==> src/rtl/ddr_init_monitor.sv <==
// ddr_init_monitor: checks the SDRAM power-up command stream (PWR, PRE, AREF xN, LMR)
// for order and timing gaps, decodes the mode register and flags the first error.
module ddr_init_monitor #(
    parameter int BA_WIDTH   = 2,
    parameter int ADDR_WIDTH = 13,
    parameter int T_POW      = 350,
    parameter int T_RP       = 4,
    parameter int T_RFC      = 12,
    parameter int T_MRD      = 6,
    parameter int AREF_REQ   = 2
) (
    input  logic                  sys_clk,
    input  logic                  sys_rst_n,
    input  logic                  mon_en_i,
    input  logic [3:0]            cmd_i,
    input  logic [BA_WIDTH-1:0]   ba_i,
    input  logic [ADDR_WIDTH-1:0] addr_i,
    output logic                  dev_ready_o,
    output logic                  mr_valid_o,
    output logic [2:0]            mr_bl_o,
    output logic                  mr_bt_o,
    output logic [2:0]            mr_cl_o,
    output logic                  mr_wbm_o,
    output logic [3:0]            aref_cnt_o,
    output logic                  err_o,
    output logic [2:0]            err_code_o
);
    typedef enum logic [2:0] {M_PWR, M_WPRE, M_TRP, M_TRFC, M_TMRD, M_READY, M_ERR} state_t;

    localparam logic [15:0] POW      = 16'(T_POW);
    localparam logic [7:0]  RP       = 8'(T_RP);
    localparam logic [7:0]  RFC      = 8'(T_RFC);
    localparam logic [7:0]  MRD_LAST = 8'(T_MRD - 1);
    localparam logic [3:0]  AREF_MIN = 4'(AREF_REQ);

    state_t      state, state_nx, cur;
    logic [15:0] pow_cnt;
    logic [7:0]  gap_cnt;
    logic        nop, pre, aref, lmr, lmr_ok;
    logic        fail, aref_inc, aref_clr, mr_load;
    logic [2:0]  cause;

    assign nop  = cmd_i[3] || cmd_i == 4'b0111;
    assign pre  = cmd_i == 4'b0010;
    assign aref = cmd_i == 4'b0001;
    assign lmr  = cmd_i == 4'b0000;
    assign lmr_ok = ba_i == '0 && addr_i[ADDR_WIDTH-1:10] == '0 && addr_i[8:7] == 2'b00
                 && (!addr_i[2] || addr_i[2:0] == 3'b111) && addr_i[6:5] == 2'b01;

    // Once power-up time is met, the same cycle's command is judged as the first real command.
    assign cur = (state == M_PWR && pow_cnt == POW) ? M_WPRE : state;

    always_comb begin
        state_nx = cur;
        fail     = 1'b0;
        cause    = 3'd0;
        aref_inc = 1'b0;
        aref_clr = 1'b0;
        mr_load  = 1'b0;
        case (cur)
            M_PWR: if (!nop) {fail, cause} = 4'b1001;
            M_WPRE: begin
                if (pre && addr_i[10]) begin
                    state_nx = M_TRP;
                    aref_clr = 1'b1;
                end else if (!nop) {fail, cause} = 4'b1010;
            end
            M_TRP: begin
                if (!nop) begin
                    if (gap_cnt < RP) {fail, cause} = 4'b1011;
                    else if (aref) begin
                        state_nx = M_TRFC;
                        aref_inc = 1'b1;
                    end else {fail, cause} = 4'b1010;
                end
            end
            M_TRFC: begin
                if (!nop) begin
                    if (gap_cnt < RFC) {fail, cause} = 4'b1100;
                    else if (aref) aref_inc = 1'b1;
                    else if (lmr && aref_cnt_o >= AREF_MIN) begin
                        if (lmr_ok) begin
                            mr_load  = 1'b1;
                            state_nx = M_TMRD;
                        end else {fail, cause} = 4'b1101;
                    end else {fail, cause} = 4'b1010;
                end
            end
            M_TMRD: begin
                if (!nop) {fail, cause} = 4'b1110;
                else if (gap_cnt >= MRD_LAST) state_nx = M_READY;
            end
            M_READY: begin
                aref_inc = aref;
                aref_clr = pre;
                if (lmr && lmr_ok) mr_load = 1'b1;
                else if (lmr) {fail, cause} = 4'b1101;
            end
            default: ;
        endcase
        if (fail) state_nx = M_ERR;
    end

    always_ff @(posedge sys_clk or negedge sys_rst_n) begin
        if (!sys_rst_n) begin
            state       <= M_PWR;
            pow_cnt     <= '0;
            gap_cnt     <= '0;
            aref_cnt_o  <= '0;
            dev_ready_o <= 1'b0;
            mr_valid_o  <= 1'b0;
            mr_bl_o     <= '0;
            mr_bt_o     <= 1'b0;
            mr_cl_o     <= '0;
            mr_wbm_o    <= 1'b0;
            err_o       <= 1'b0;
            err_code_o  <= '0;
        end else begin
            state       <= state_nx;
            dev_ready_o <= state_nx == M_READY;
            if (mon_en_i && pow_cnt < POW) pow_cnt <= pow_cnt + 16'd1;
            gap_cnt <= nop ? gap_cnt + {7'd0, gap_cnt != 8'hff} : 8'd0;
            if (aref_clr) aref_cnt_o <= '0;
            else if (aref_inc && aref_cnt_o != 4'hf) aref_cnt_o <= aref_cnt_o + 4'd1;
            if (mr_load) begin
                mr_valid_o <= 1'b1;
                mr_bl_o    <= addr_i[2:0];
                mr_bt_o    <= addr_i[3];
                mr_cl_o    <= addr_i[6:4];
                mr_wbm_o   <= addr_i[9];
            end
            if (fail) begin
                err_o      <= 1'b1;
                err_code_o <= cause;
            end
        end
    end
endmodule

==> config.mk <==
export PLATFORM = sky130hd
export DESIGN_NAME = ddr_init_monitor
export DESIGN_NICKNAME = d
export VERILOG_FILES = /design/src/rtl/ddr_init_monitor.sv
export SDC_FILE = /design/constraint.sdc
export NUM_CORES = 1
export LEC_CHECK = 0
export ABC_AREA = 1
export ABC_CLOCK_PERIOD_IN_PS = 2400
export CAP_MARGIN = 20
export CORE_MARGIN = 2
export CORE_UTILIZATION = 50
export DETAILED_ROUTE_END_ITERATION = 8
export PLACE_DENSITY_LB_ADDON = 0.3
export SLEW_MARGIN = 0
export SYNTH_ARGS = -nofsm -noshare
export SYNTH_HDL_FRONTEND = slang
export SYNTH_SLANG_ARGS = --single-unit
==> constraint.sdc <==
create_clock -name sys_clk -period 2.4 [get_ports sys_clk]
set_input_delay 0.36 -clock sys_clk [delete_from_list [all_inputs] [get_ports sys_clk]]
set_output_delay 0.36 -clock sys_clk [all_outputs]
set_load 0.02 [all_outputs]
==> flow_summary.json <==
{
  "cp_max_fo": 4,
  "gp_congestion": 0.883,
  "rr_startpoint": "gap_cnt[5]",
  "grt_max_degree": 27,
  "setup_ws_ns": 0.487,
  "cts.path.max_buffers": 2,
  "layout-drive-gt1-share_pct": 11.2,
  "viasPerCell": 5.05,
  "synth-edff-count": 0,
  "wl_per_cell_um": 12.0,
  "design.core.area_um2": 4690,
  "relSlewSlack_pct": 68.3,
  "peakVddDrop_mv": 0.338,
  "num_rows": 25,
  "clk_latency_ns": 0.29,
  "rsz0062_at_grt": "no",
  "die_w_um": 73.4,
  "grt_pass1_wl_um": 8490,
  "yosysMostFrequentCell": "nand2_1",
  "antenna_cells": 0,
  "synth_area_per_cell_um2": 7.80,
  "dpl_worst_slack_ns": 0.282,
  "grt_util_all_layers_pct": 20.3,
  "area_growth_pct": 21.6,
  "fin_tns_setup_ns": 0,
  "hold_violations": 0,
  "syn_area_um2": 2410,
  "period_share_pct": 79.7,
  "clkSinkCount": 45,
  "highest-signal-layer": "met4",
  "ys_top_cells_by_count": "nand2_1, dfrtp_1, nor2_1",
  "startpoint_type": "flop",
  "hold_path.class": "primary input to async pin",
  "cpMaxStageDelayCell": "or4_1",
  "fillers": 425,
  "htreeDepth": 2,
  "power_density_nw_per_um2": 664,
  "antenna_left": 0,
  "synth_warnings": 0,
  "synthDistinctLibCells": 33,
  "tightest_slew_ns": 0.475,
  "whs_ns": 0.0189,
  "root_buffer": "clkbuf_8",
  "outcome": "complete, no violations",
  "holdBufCountCts": 0,
  "ys_ff_latch": 45,
  "die_h_um": 73.4,
  "drt_wl_total_um": 4840,
  "dieArea_um2": 5390,
  "post_cts_buffers": 0,
  "cp_top_family": "simple AND/OR/NAND/NOR gates",
  "drtIter0Drc": 121,
  "rr_worst_depth": 9,
  "setup_viol": 0,
  "crit_type": "flop to flop",
  "max_stage_delay_ns": 0.52,
  "dpl.hpwl_um": 3780,
  "overflow": 0,
  "wl_met3_um": 206,
  "cts_resized": 0,
  "route.met2.wl_um": 2220,
  "crit_buf_inv": 2,
  "initial_utilization_pct": 51.4,
  "synth_area_leaders": "dfrtp_1, nand2_1, nor2_1",
  "cts_tree": "yes",
  "arrival_ns": 2.13,
  "finClkSkew_ns": 0.00409,
  "path_clk_slew_ns": 0.07,
  "fin_crit_ns": 1.91,
  "cp-end-kind": "flop",
  "synth_top_area_share_pct": 46.7,
  "remaining_drc_errors": 0,
  "drt-met1-wl_um": 2350,
  "async_reset_ff_share_pct": 100,
  "path_common_cell": "ha_1",
  "worst_ep_required_time_ns": 2.62,
  "p_leak_nw": 1.46,
  "slew_violations": 0,
  "synth-main-ff-cell": "dfrtp_1",
  "io-pin-count": 40,
  "fmax_mhz": 523,
  "synth_largest_area_cell": "dfrtp_1",
  "synthesis.nets": 337,
  "final_util_pct": 62.5,
  "power.total_w": 0.00195,
  "drv_cap": 0,
  "antenna_found_initial": 0,
  "ys_seq_area_share_pct": 46.7,
  "reg2reg_slack_ns": 0.49,
  "r2r-end": "gap_cnt[6]",
  "syn_inst": 309,
  "final_nets": 377,
  "portBuffers": 39,
  "grt_pass1_vias": 1922,
  "vias": 2037,
  "path_cells": "inv_2 > or4_1 > ha_1 > ha_1 > inv_1 > nor3_1 > nand2_1 > o21ai_0 > a21oi_1",
  "first_pass_iters": 4,
  "cts_buffers": 5
}
## routing by layer
metal | vias up | track usage (%)
met5 | - | 0
li1 | 1055 | -
met1 | 931 | 29.4
met4 | 0 | 6.46
met3 | 8 | 4.39
met2 | 43 | 30.5
## state kept, by name, summed over array words and instances, names as in the netlist
signal	flops
gap_cnt	8
aref_cnt_o	4
mr_wbm_o	1
err_o	1
mr_cl_o	3
mr_valid_o	1
dev_ready_o	1
mr_bt_o	1
err_code_o	3
mr_bl_o	3
pow_cnt	16
state	3
## cell families after synthesis
group | synth area share [%]
simple gates | 34.3
buf+inv | 7.94
flops | 46.7
compound gates | 5.76
xor+xnor | 2.18
fa+ha+maj | 3.12
## layout make-up
cell class / count / area, um2 / share of cell area, %
Multi-Input combinational cell: 213 / 1090 / 37.3
Clock buffer: 7 / 86.3 / 2.95
Inverter: 44 / 165 / 5.64
Tap cell: 54 / 67.6 / 2.31
Timing Repair Buffer: 40 / 393 / 13.4
Sequential cell: 45 / 1130 / 38.4
## where the power goes
| part | internal [W] | switching, W | total, W |
|---|---|---|---|
| clock network | 0.000228 | 0.000228 | 0.000457 |
| registers | 0.000861 | 0.000107 | 0.000968 |
| logic | 0.000224 | 0.000298 | 0.000522 |
| total | 0.00131 | 0.000633 | 0.00195 |
## through the flow
stage                     instances  instance area, um2
after global routing            403                2930
after global placement          396                2840
final                           403                2930
after CTS                       403                2930
after floorplan                 309                2410
after detailed placement        396                2840
## worst max-delay path by stage
stage                        from          to  slack, ns  depth (start not counted)
floorplan           aref_cnt_o[0]  mr_cl_o[1]       0.61                         10
global placement       addr_i[10]       err_o       0.33                         10
global route           gap_cnt[2]  gap_cnt[6]       0.28                          9
CTS                    gap_cnt[5]  gap_cnt[6]       0.50                          9
finish                 gap_cnt[5]  gap_cnt[6]       0.49                          9
detailed placement       cmd_i[3]       err_o       0.28                         10
## worst reg2reg max path: cells and delay by family (launching register included)
family | cells | cell delay, ns
and+or+nand+nor | 3 | 0.67
buffers and inverters | 2 | 0.17
DFF | 1 | 0.42
AOI/OAI and AO/OA | 2 | 0.18
adders and majority gates | 2 | 0.40
## cell usage in the layout, fill, tap and decap left out, types with 2 or more instances in the layout
cell / synthesis / routed
o21ai_1: 5 / 5
nand4_1: 9 / 9
nand3_1: 26 / 26
xnor2_1: 3 / 3
inv_2: 14 / 14
ha_1: 6 / 6
nor3_1: 6 / 6
or2_1: 3 / 3
dfrtp_1: 45 / 45
o21ai_0: 6 / 6
xor2_1: 3 / 3
inv_1: 29 / 29
nand2_1: 77 / 77
nor2_2: 2 / 2
nor2_1: 38 / 38
clkdlybuf4s50_1: 0 / 38
clkbuf_8: 0 / 6
nand2_2: 6 / 6
nor2_4: 3 / 3
a21oi_1: 7 / 7
No activity file was read; power rests on OpenSTA's default activity.
